[config.mk]
export PLATFORM = sky130hd
export DESIGN_NAME = nmi_arbiter_flat
export DESIGN_NICKNAME = d
export VERILOG_FILES = /design/src/rtl/nmi_arb_pkg.sv /design/src/rtl/nmi_if.sv /design/src/rtl/nmi_rr_pick.sv /design/src/rtl/nmi_arbiter.sv /design/src/flat_wrapper.sv
export SDC_FILE = /design/constraint.sdc
export NUM_CORES = 1
export LEC_CHECK = 0
export ABC_AREA = 1
export ABC_CLOCK_PERIOD_IN_PS = 2900
export CAP_MARGIN = 15
export CORE_AREA = 2 2 121 123
export DETAILED_ROUTE_END_ITERATION = 10
export DIE_AREA = 0 0 123 125
export GPL_TIMING_DRIVEN = 0
export PLACE_DENSITY = 0.7
export SYNTH_ARGS = -nofsm -noshare
export SYNTH_HDL_FRONTEND = slang
export SYNTH_SLANG_ARGS = --single-unit
export TNS_END_PERCENT = 20
[constraint.sdc]
create_clock -name clk_i -period 2.9 [get_ports clk_i]
set_clock_uncertainty 0.05 [all_clocks]
set_input_delay 0.58 -clock clk_i [delete_from_list [all_inputs] [get_ports clk_i]]
set_output_delay 0.58 -clock clk_i [all_outputs]
set_load 0.02 [all_outputs]
[src/rtl/nmi_arb_pkg.sv]
// Shared types and constants for the NMI arbiter.
// Pure definitions; no timing or flow-control behaviour of its own.
package nmi_arb_pkg;

  localparam int NUM_MSTR_DEF    = 2;
  localparam int TIMEOUT_CYC_DEF = 255;
  localparam int IDX_W           = 2;
  localparam int CNT_W           = 16;

  localparam logic [31:0] ERR_RDATA = 32'hDEAD_BEEF;

  typedef enum logic {
    ST_IDLE = 1'b0,
    ST_BUSY = 1'b1
  } state_e;

  function automatic logic [IDX_W-1:0] next_idx(input logic [IDX_W-1:0] idx, input int n);
    if (idx == IDX_W'(n - 1)) begin
      return '0;
    end
    return idx + 1'b1;
  endfunction

endpackage

[src/rtl/nmi_if.sv]
// Single downstream NMI port: valid/addr/wdata/wstrb towards the slave, rdata/ready back.
// The slave completes a beat by raising ready while valid is high.
interface nmi_if;
  logic        valid;
  logic [31:0] addr;
  logic [31:0] wdata;
  logic [3:0]  wstrb;
  logic [31:0] rdata;
  logic        ready;

  modport master (output valid, addr, wdata, wstrb, input rdata, ready);
  modport slave  (input valid, addr, wdata, wstrb, output rdata, ready);
endinterface

[src/rtl/nmi_rr_pick.sv]
// Round-robin pick: first set request at or above ptr_i, wrapping at N.
// Purely combinational; no backpressure.
module nmi_rr_pick
  import nmi_arb_pkg::*;
#(
  parameter int N = 2
) (
  input  logic [N-1:0]     req_i,
  input  logic [IDX_W-1:0] ptr_i,
  output logic [IDX_W-1:0] idx_o,
  output logic             any_o
);

  always_comb begin
    idx_o = '0;
    any_o = 1'b0;
    for (int i = 0; i < N; i++) begin
      for (int j = 0; j < N; j++) begin
        if (!any_o && (j == ((int'(ptr_i) + i) % N)) && req_i[j]) begin
          any_o = 1'b1;
          idx_o = IDX_W'(j);
        end
      end
    end
  end

endmodule

[src/rtl/nmi_arbiter.sv]
// Round-robin arbiter of NUM_MSTR masters onto one NMI port; grant one cycle after request,
// completion passes through combinationally, stalled slaves are cut off after TIMEOUT_CYC cycles.
module nmi_arbiter
  import nmi_arb_pkg::*;
#(
  parameter int NUM_MSTR    = NUM_MSTR_DEF,
  parameter int TIMEOUT_CYC = TIMEOUT_CYC_DEF
) (
  input  logic                  clk_i,
  input  logic                  rst_n_i,
  input  logic [NUM_MSTR-1:0]    mstr_valid_i,
  input  logic [NUM_MSTR*32-1:0] mstr_addr_i,
  input  logic [NUM_MSTR*32-1:0] mstr_wdata_i,
  input  logic [NUM_MSTR*4-1:0]  mstr_wstrb_i,
  output logic [NUM_MSTR-1:0]    mstr_ready_o,
  output logic [31:0]           mstr_rdata_o,
  nmi_if.master                 nmi,
  input  logic                  err_clr_i,
  output logic                  err_o,
  output logic [31:0]           err_addr_o,
  output logic [1:0]            err_mstr_o
);

  state_e             state_q, state_d;
  logic [IDX_W-1:0]   gnt_q, gnt_d;
  logic [IDX_W-1:0]   ptr_q, ptr_d;
  logic [CNT_W-1:0]   cnt_q, cnt_d;
  logic               err_q, err_d;
  logic [31:0]        err_addr_q, err_addr_d;
  logic [1:0]         err_mstr_q, err_mstr_d;

  logic [IDX_W-1:0]   pick_idx;
  logic               pick_any;
  logic               sel_vld;
  logic [31:0]        sel_addr;
  logic [31:0]        sel_wdata;
  logic [3:0]         sel_wstrb;
  logic [NUM_MSTR-1:0] gnt_oh;
  logic               timeout;
  logic               nmi_vld;

  nmi_rr_pick #(.N(NUM_MSTR)) u_pick (
    .req_i (mstr_valid_i),
    .ptr_i (ptr_q),
    .idx_o (pick_idx),
    .any_o (pick_any)
  );

  always_comb begin
    sel_vld   = 1'b0;
    sel_addr  = '0;
    sel_wdata = '0;
    sel_wstrb = '0;
    gnt_oh    = '0;
    for (int i = 0; i < NUM_MSTR; i++) begin
      if (gnt_q == IDX_W'(i)) begin
        sel_vld   = mstr_valid_i[i];
        sel_addr  = mstr_addr_i[i*32 +: 32];
        sel_wdata = mstr_wdata_i[i*32 +: 32];
        sel_wstrb = mstr_wstrb_i[i*4 +: 4];
        gnt_oh[i] = 1'b1;
      end
    end
  end

  assign timeout = (cnt_q == CNT_W'(TIMEOUT_CYC - 1));

  always_comb begin
    state_d      = state_q;
    gnt_d        = gnt_q;
    ptr_d        = ptr_q;
    cnt_d        = '0;
    err_d        = err_q;
    err_addr_d   = err_addr_q;
    err_mstr_d   = err_mstr_q;
    nmi_vld      = 1'b0;
    mstr_ready_o = '0;
    mstr_rdata_o = '0;

    // A timeout in the same cycle overrides the clear below.
    if (err_clr_i) begin
      err_d      = 1'b0;
      err_addr_d = '0;
      err_mstr_d = '0;
    end

    case (state_q)
      ST_IDLE: begin
        if (pick_any) begin
          gnt_d   = pick_idx;
          state_d = ST_BUSY;
        end
      end
      ST_BUSY: begin
        if (!sel_vld) begin
          state_d = ST_IDLE;
        end else if (nmi.ready) begin
          nmi_vld      = 1'b1;
          mstr_ready_o = gnt_oh;
          mstr_rdata_o = nmi.rdata;
          ptr_d        = next_idx(gnt_q, NUM_MSTR);
          state_d      = ST_IDLE;
        end else if (timeout) begin
          mstr_ready_o = gnt_oh;
          mstr_rdata_o = ERR_RDATA;
          err_d        = 1'b1;
          err_addr_d   = sel_addr;
          err_mstr_d   = 2'(gnt_q);
          ptr_d        = next_idx(gnt_q, NUM_MSTR);
          state_d      = ST_IDLE;
        end else begin
          nmi_vld = 1'b1;
          cnt_d   = cnt_q + 1'b1;
        end
      end
      default: state_d = ST_IDLE;
    endcase

    if (!rst_n_i) begin
      nmi_vld      = 1'b0;
      mstr_ready_o = '0;
    end
  end

  assign nmi.valid = nmi_vld;
  assign nmi.addr  = sel_addr;
  assign nmi.wdata = sel_wdata;
  assign nmi.wstrb = sel_wstrb;

  always_ff @(posedge clk_i or negedge rst_n_i) begin
    if (!rst_n_i) begin
      state_q    <= ST_IDLE;
      gnt_q      <= '0;
      ptr_q      <= '0;
      cnt_q      <= '0;
      err_q      <= 1'b0;
      err_addr_q <= '0;
      err_mstr_q <= '0;
    end else begin
      state_q    <= state_d;
      gnt_q      <= gnt_d;
      ptr_q      <= ptr_d;
      cnt_q      <= cnt_d;
      err_q      <= err_d;
      err_addr_q <= err_addr_d;
      err_mstr_q <= err_mstr_d;
    end
  end

  assign err_o      = err_q;
  assign err_addr_o = err_addr_q;
  assign err_mstr_o = err_mstr_q;

endmodule

[src/flat_wrapper.sv]
// flat-port wrapper written by rule: the top's interface ports become plain ports
module nmi_arbiter_flat import nmi_arb_pkg::*;
#(
  parameter int NUM_MSTR    = NUM_MSTR_DEF,
  parameter int TIMEOUT_CYC = TIMEOUT_CYC_DEF
)
  (clk_i, rst_n_i, mstr_valid_i, mstr_addr_i, mstr_wdata_i, mstr_wstrb_i, mstr_ready_o, mstr_rdata_o, err_clr_i, err_o, err_addr_o, err_mstr_o, nmi_valid, nmi_addr, nmi_wdata, nmi_wstrb, nmi_rdata, nmi_ready);
  nmi_if nmi_i ();
  input  logic clk_i;
  input  logic rst_n_i;
  input  logic [NUM_MSTR-1:0] mstr_valid_i;
  input  logic [NUM_MSTR*32-1:0] mstr_addr_i;
  input  logic [NUM_MSTR*32-1:0] mstr_wdata_i;
  input  logic [NUM_MSTR*4-1:0] mstr_wstrb_i;
  output logic [NUM_MSTR-1:0] mstr_ready_o;
  output logic [31:0] mstr_rdata_o;
  input  logic err_clr_i;
  output logic err_o;
  output logic [31:0] err_addr_o;
  output logic [1:0] err_mstr_o;
  output wire logic [$bits(nmi_i.valid)-1:0] nmi_valid;
  output wire logic [$bits(nmi_i.addr)-1:0] nmi_addr;
  output wire logic [$bits(nmi_i.wdata)-1:0] nmi_wdata;
  output wire logic [$bits(nmi_i.wstrb)-1:0] nmi_wstrb;
  input wire logic [$bits(nmi_i.rdata)-1:0] nmi_rdata;
  input wire logic [$bits(nmi_i.ready)-1:0] nmi_ready;
  assign nmi_valid = nmi_i.valid;
  assign nmi_addr = nmi_i.addr;
  assign nmi_wdata = nmi_i.wdata;
  assign nmi_wstrb = nmi_i.wstrb;
  assign nmi_i.rdata = nmi_rdata;
  assign nmi_i.ready = nmi_ready;
  nmi_arbiter #(.NUM_MSTR(NUM_MSTR), .TIMEOUT_CYC(TIMEOUT_CYC)) u_core (.clk_i(clk_i), .rst_n_i(rst_n_i), .mstr_valid_i(mstr_valid_i), .mstr_addr_i(mstr_addr_i), .mstr_wdata_i(mstr_wdata_i), .mstr_wstrb_i(mstr_wstrb_i), .mstr_ready_o(mstr_ready_o), .mstr_rdata_o(mstr_rdata_o), .nmi(nmi_i), .err_clr_i(err_clr_i), .err_o(err_o), .err_addr_o(err_addr_o), .err_mstr_o(err_mstr_o));
endmodule
==> metrics <==
CP Buf/Inv Count=5; path length in cells of the critical path=8; number of nets in the layout=1167; Iter 0 DRT Violations=209; total number of vias=5117; final count of negative-setup-slack endpoints=0; sequential power share=0.189; total of buffers placed on input and output ports=310; pin count of the biggest net entering global routing=36; post-route DRC violation count=0; critical path's top delay family=buffers and inverters; Worst-Skew Late Latency=0.29 ns; worst-path cell chain=clkdlybuf4s50_1 -> nand2_1 -> a21oi_4 -> buf_6 -> buf_4 -> nand3_1 -> inv_1 -> clkdlybuf4s15_2; via count of the first global-routing pass=4799; Antenna diodes=0; Chip Width=123 µm; starting utilization of the core area=0.275; overflow left after global routing=0; static power due to leakage=3.73 nW; Synth top area share=0.346; max-capacitance violation count=0; slowest stage delay, CP=0.50 ns; Max Clock Freq=0.353 GHz; minimum period implied by the final worst setup slack=2.83 ns; final number of hold-violating endpoints=0; maximum clock insertion buffer count=2; worst IR drop on VDD=0.342 mV; kind of capture point of the worst setup path=primary output; worst-case reg-to-reg path depth=9; clock slew seen by the registers of the worst setup and hold paths=0.07 ns; number of buffers added by the clock tree synthesis step=5; pin slew with the least headroom to its limit=0.518 ns; Min-Delay Path Class=in -> async; Post-Syn Area per Cell=5.81 µm²; area leader, netlist=dfrtp_1; Crit Path Category=in -> out; routed wirelength normalized by instance count=13.9 µm; total power draw=0.00416 W; warnings from Yosys=0; power density normalized to cell area=570 mW/mm²; nature of the critical path startpoint=input pin; P&R area growth vs syn=87.1%; unrepaired setup endpoints after global routing=yes; relative slew slack=0.655; top cells by area in the synthesized netlist=dfrtp_1 35%, nand2_1 29%, nor2_1 12%, inv_1 6.4%, nand3_1 5.8%; accumulated negative setup slack=0 ns; CORE AREA=0.0142 mm²; outcome=finished clean; 1st-pass router iterations=4; placer's final routability congestion estimate=0.878; number of vias per cell after detailed routing=4.35; combinational group share of total power=0.657; switching part of the total=0.473; post-cts hold buffer count=0; count of different cell masters after synthesis=25; All-Layer GR Usage=0.204; number of nets in the synthesized netlist=848; total detailed-routing wirelength=16400 µm; Clk network pwr share=0.154; arrival time at the worst endpoint=2.20 ns; netlist area before placement=0.00390 mm²; Clock Tree Root=clkbuf_16; number of filler instances in the final layout=1467; Cells after Synth=672; sequential fraction of the synthesis area=0.346; reported net switching power=0.00197 W; data required time at the worst endpoint=2.27 ns; antenna violations before repair=0; number of I/O pins=312; part of the cycle the worst path needs=0.977; half-perimeter wire length after detailed placement=13400 µm; number of register bits inferred by synthesis=54; total number of placement rows=44; share of post-route cells with drive strength above 1=0.0847; Die Footprint=0.0154 mm²; largest driver fanout on the critical path=10; Critical-path top delay cell=clkdlybuf4s50_1; H-tree depth reported by CTS=2; number of nets with antenna violations after detailed routing=0; first-pass GRT wire length=24600 µm; clock sink total=54; fin. max-slew vios=0; CTS tree=done; Internal Dissipation=0.00219 W; Die Y-Extent=125 µm
## Yosys cell counts
master	n
a21oi_1	4
a21oi_4	1
buf_2	15
buf_4	5
clkbuf_1	14
dfrtp_1	54
ha_1	2
inv_1	67
inv_2	2
nand2_1	305
nand2_2	2
nand3_1	45
nand3_2	1
nand3b_1	1
nand4_1	4
nand4_4	1
nor2_1	124
nor2_2	1
nor3_1	7
nor3b_1	1
o21ai_0	7
o21bai_1	1
or2_2	3
xnor2_1	4
xor2_1	1
## sequential cells by signal (all words and copies together) (netlist names)
signal	flops
u_core.err_addr_o	32
u_core.cnt_q	16
u_core.err_mstr_o	2
u_core.err_o	1
u_core.gnt_q	1
u_core.ptr_q	1
u_core.state_q	1
## what timing repair did
item,4_1_cts,5_1_grt
resized for setup,93,68
endpoints found under the setup margin,94,64
pin swaps,1,0
buffers inserted,1,0
## metal layers
metal	up-vias	global-route usage	part of all wire
met3	23	0.0360	0.075
met1	2234	0.228	0.38
met2	213	0.386	0.52
met5	-	0	0
met4	0	0.0602	0.027
li1	2647	-	-
## worst paths after layout
path,end,slack (ns),start
max,nmi_valid,0.07,mstr_valid_i[1]
min,u_core.state_q,0.21,rst_n_i
max reg2reg,u_core.err_mstr_o[0],1.00,u_core.gnt_q[0]
min reg2reg,u_core.err_o,0.44,u_core.err_o
max in group asynchronous,u_core.cnt_q[15],2.03,rst_n_i
min in group clk_i,u_core.err_o,0.44,u_core.err_o
## stage by stage
step	setup WS (ns)	cell area, µm²	utilization	std cells	hold WS [ns]
2_1_floorplan	0.731	3900	-	672	0.234
3_3_place_gp	-1.82	7240	0.509	1166	0.413
3_5_place_dp	-0.587	7250	0.510	1167	0.415
4_1_cts	-0.203	7370	0.519	1176	0.226
5_1_grt	-0.0900	7300	0.514	1176	0.249
6_report	0.0657	7300	0.514	1176	0.206
## power by group through the flow
| stage | Combinational [W] | Sequential [W] | Clock [W] |
|---|---|---|---|
| after global routing | 0.00296 | 0.000789 | 0.000678 |
| after CTS | 0.00278 | 0.000787 | 0.000649 |
| after global placement | 0.00290 | 0.000801 | 0 |
| after floorplan | 0.00140 | 0.000799 | 0 |
| after detailed placement | 0.00290 | 0.000802 | 0 |
| final | 0.00273 | 0.000787 | 0.000642 |
## layout by cell type (no fill, tap or decap), drive strengths merged
master / netlist / layout
o21ai: 7 / 7
clkinvlp: 0 / 1
nand3: 46 / 46
clkdlybuf4s15: 0 / 11
xor2: 1 / 1
clkbuf: 14 / 47
nor3b: 1 / 1
nand3b: 1 / 1
nor3: 7 / 7
dlymetal6s2s: 0 / 5
nor2: 125 / 125
or2: 3 / 3
nand4: 5 / 5
inv: 69 / 70
dfrtp: 54 / 54
xnor2: 4 / 4
dlygate4sd2: 0 / 29
clkdlybuf4s50: 0 / 238
o21bai: 1 / 1
ha: 2 / 2
buf: 20 / 22
nand2: 307 / 307
a21oi: 5 / 5
## kinds of logic after synthesis
kind of cell | share of synthesized area
DFF | 0.346
xor gates and xnor gates | 0.0112
AOI/OAI and AO/OA | 0.0202
adders and majority gates | 0.00641
buffers and inverters | 0.109
and+or+nand+nor | 0.507
## area by class of cell
type                    instances  area [µm²]  share of cell area
clock buffers                   6         139              0.0190
plain buffers                  34         196              0.0269
repair buffers                312        2980               0.408
flip-flops and latches         54        1350               0.185
multi-input cells             515        2130               0.292
well taps                     184         230              0.0315
clock inverters                 2        16.3             0.00223
inverters                      69         262              0.0358
No activity file was read; power rests on OpenSTA's default activity.
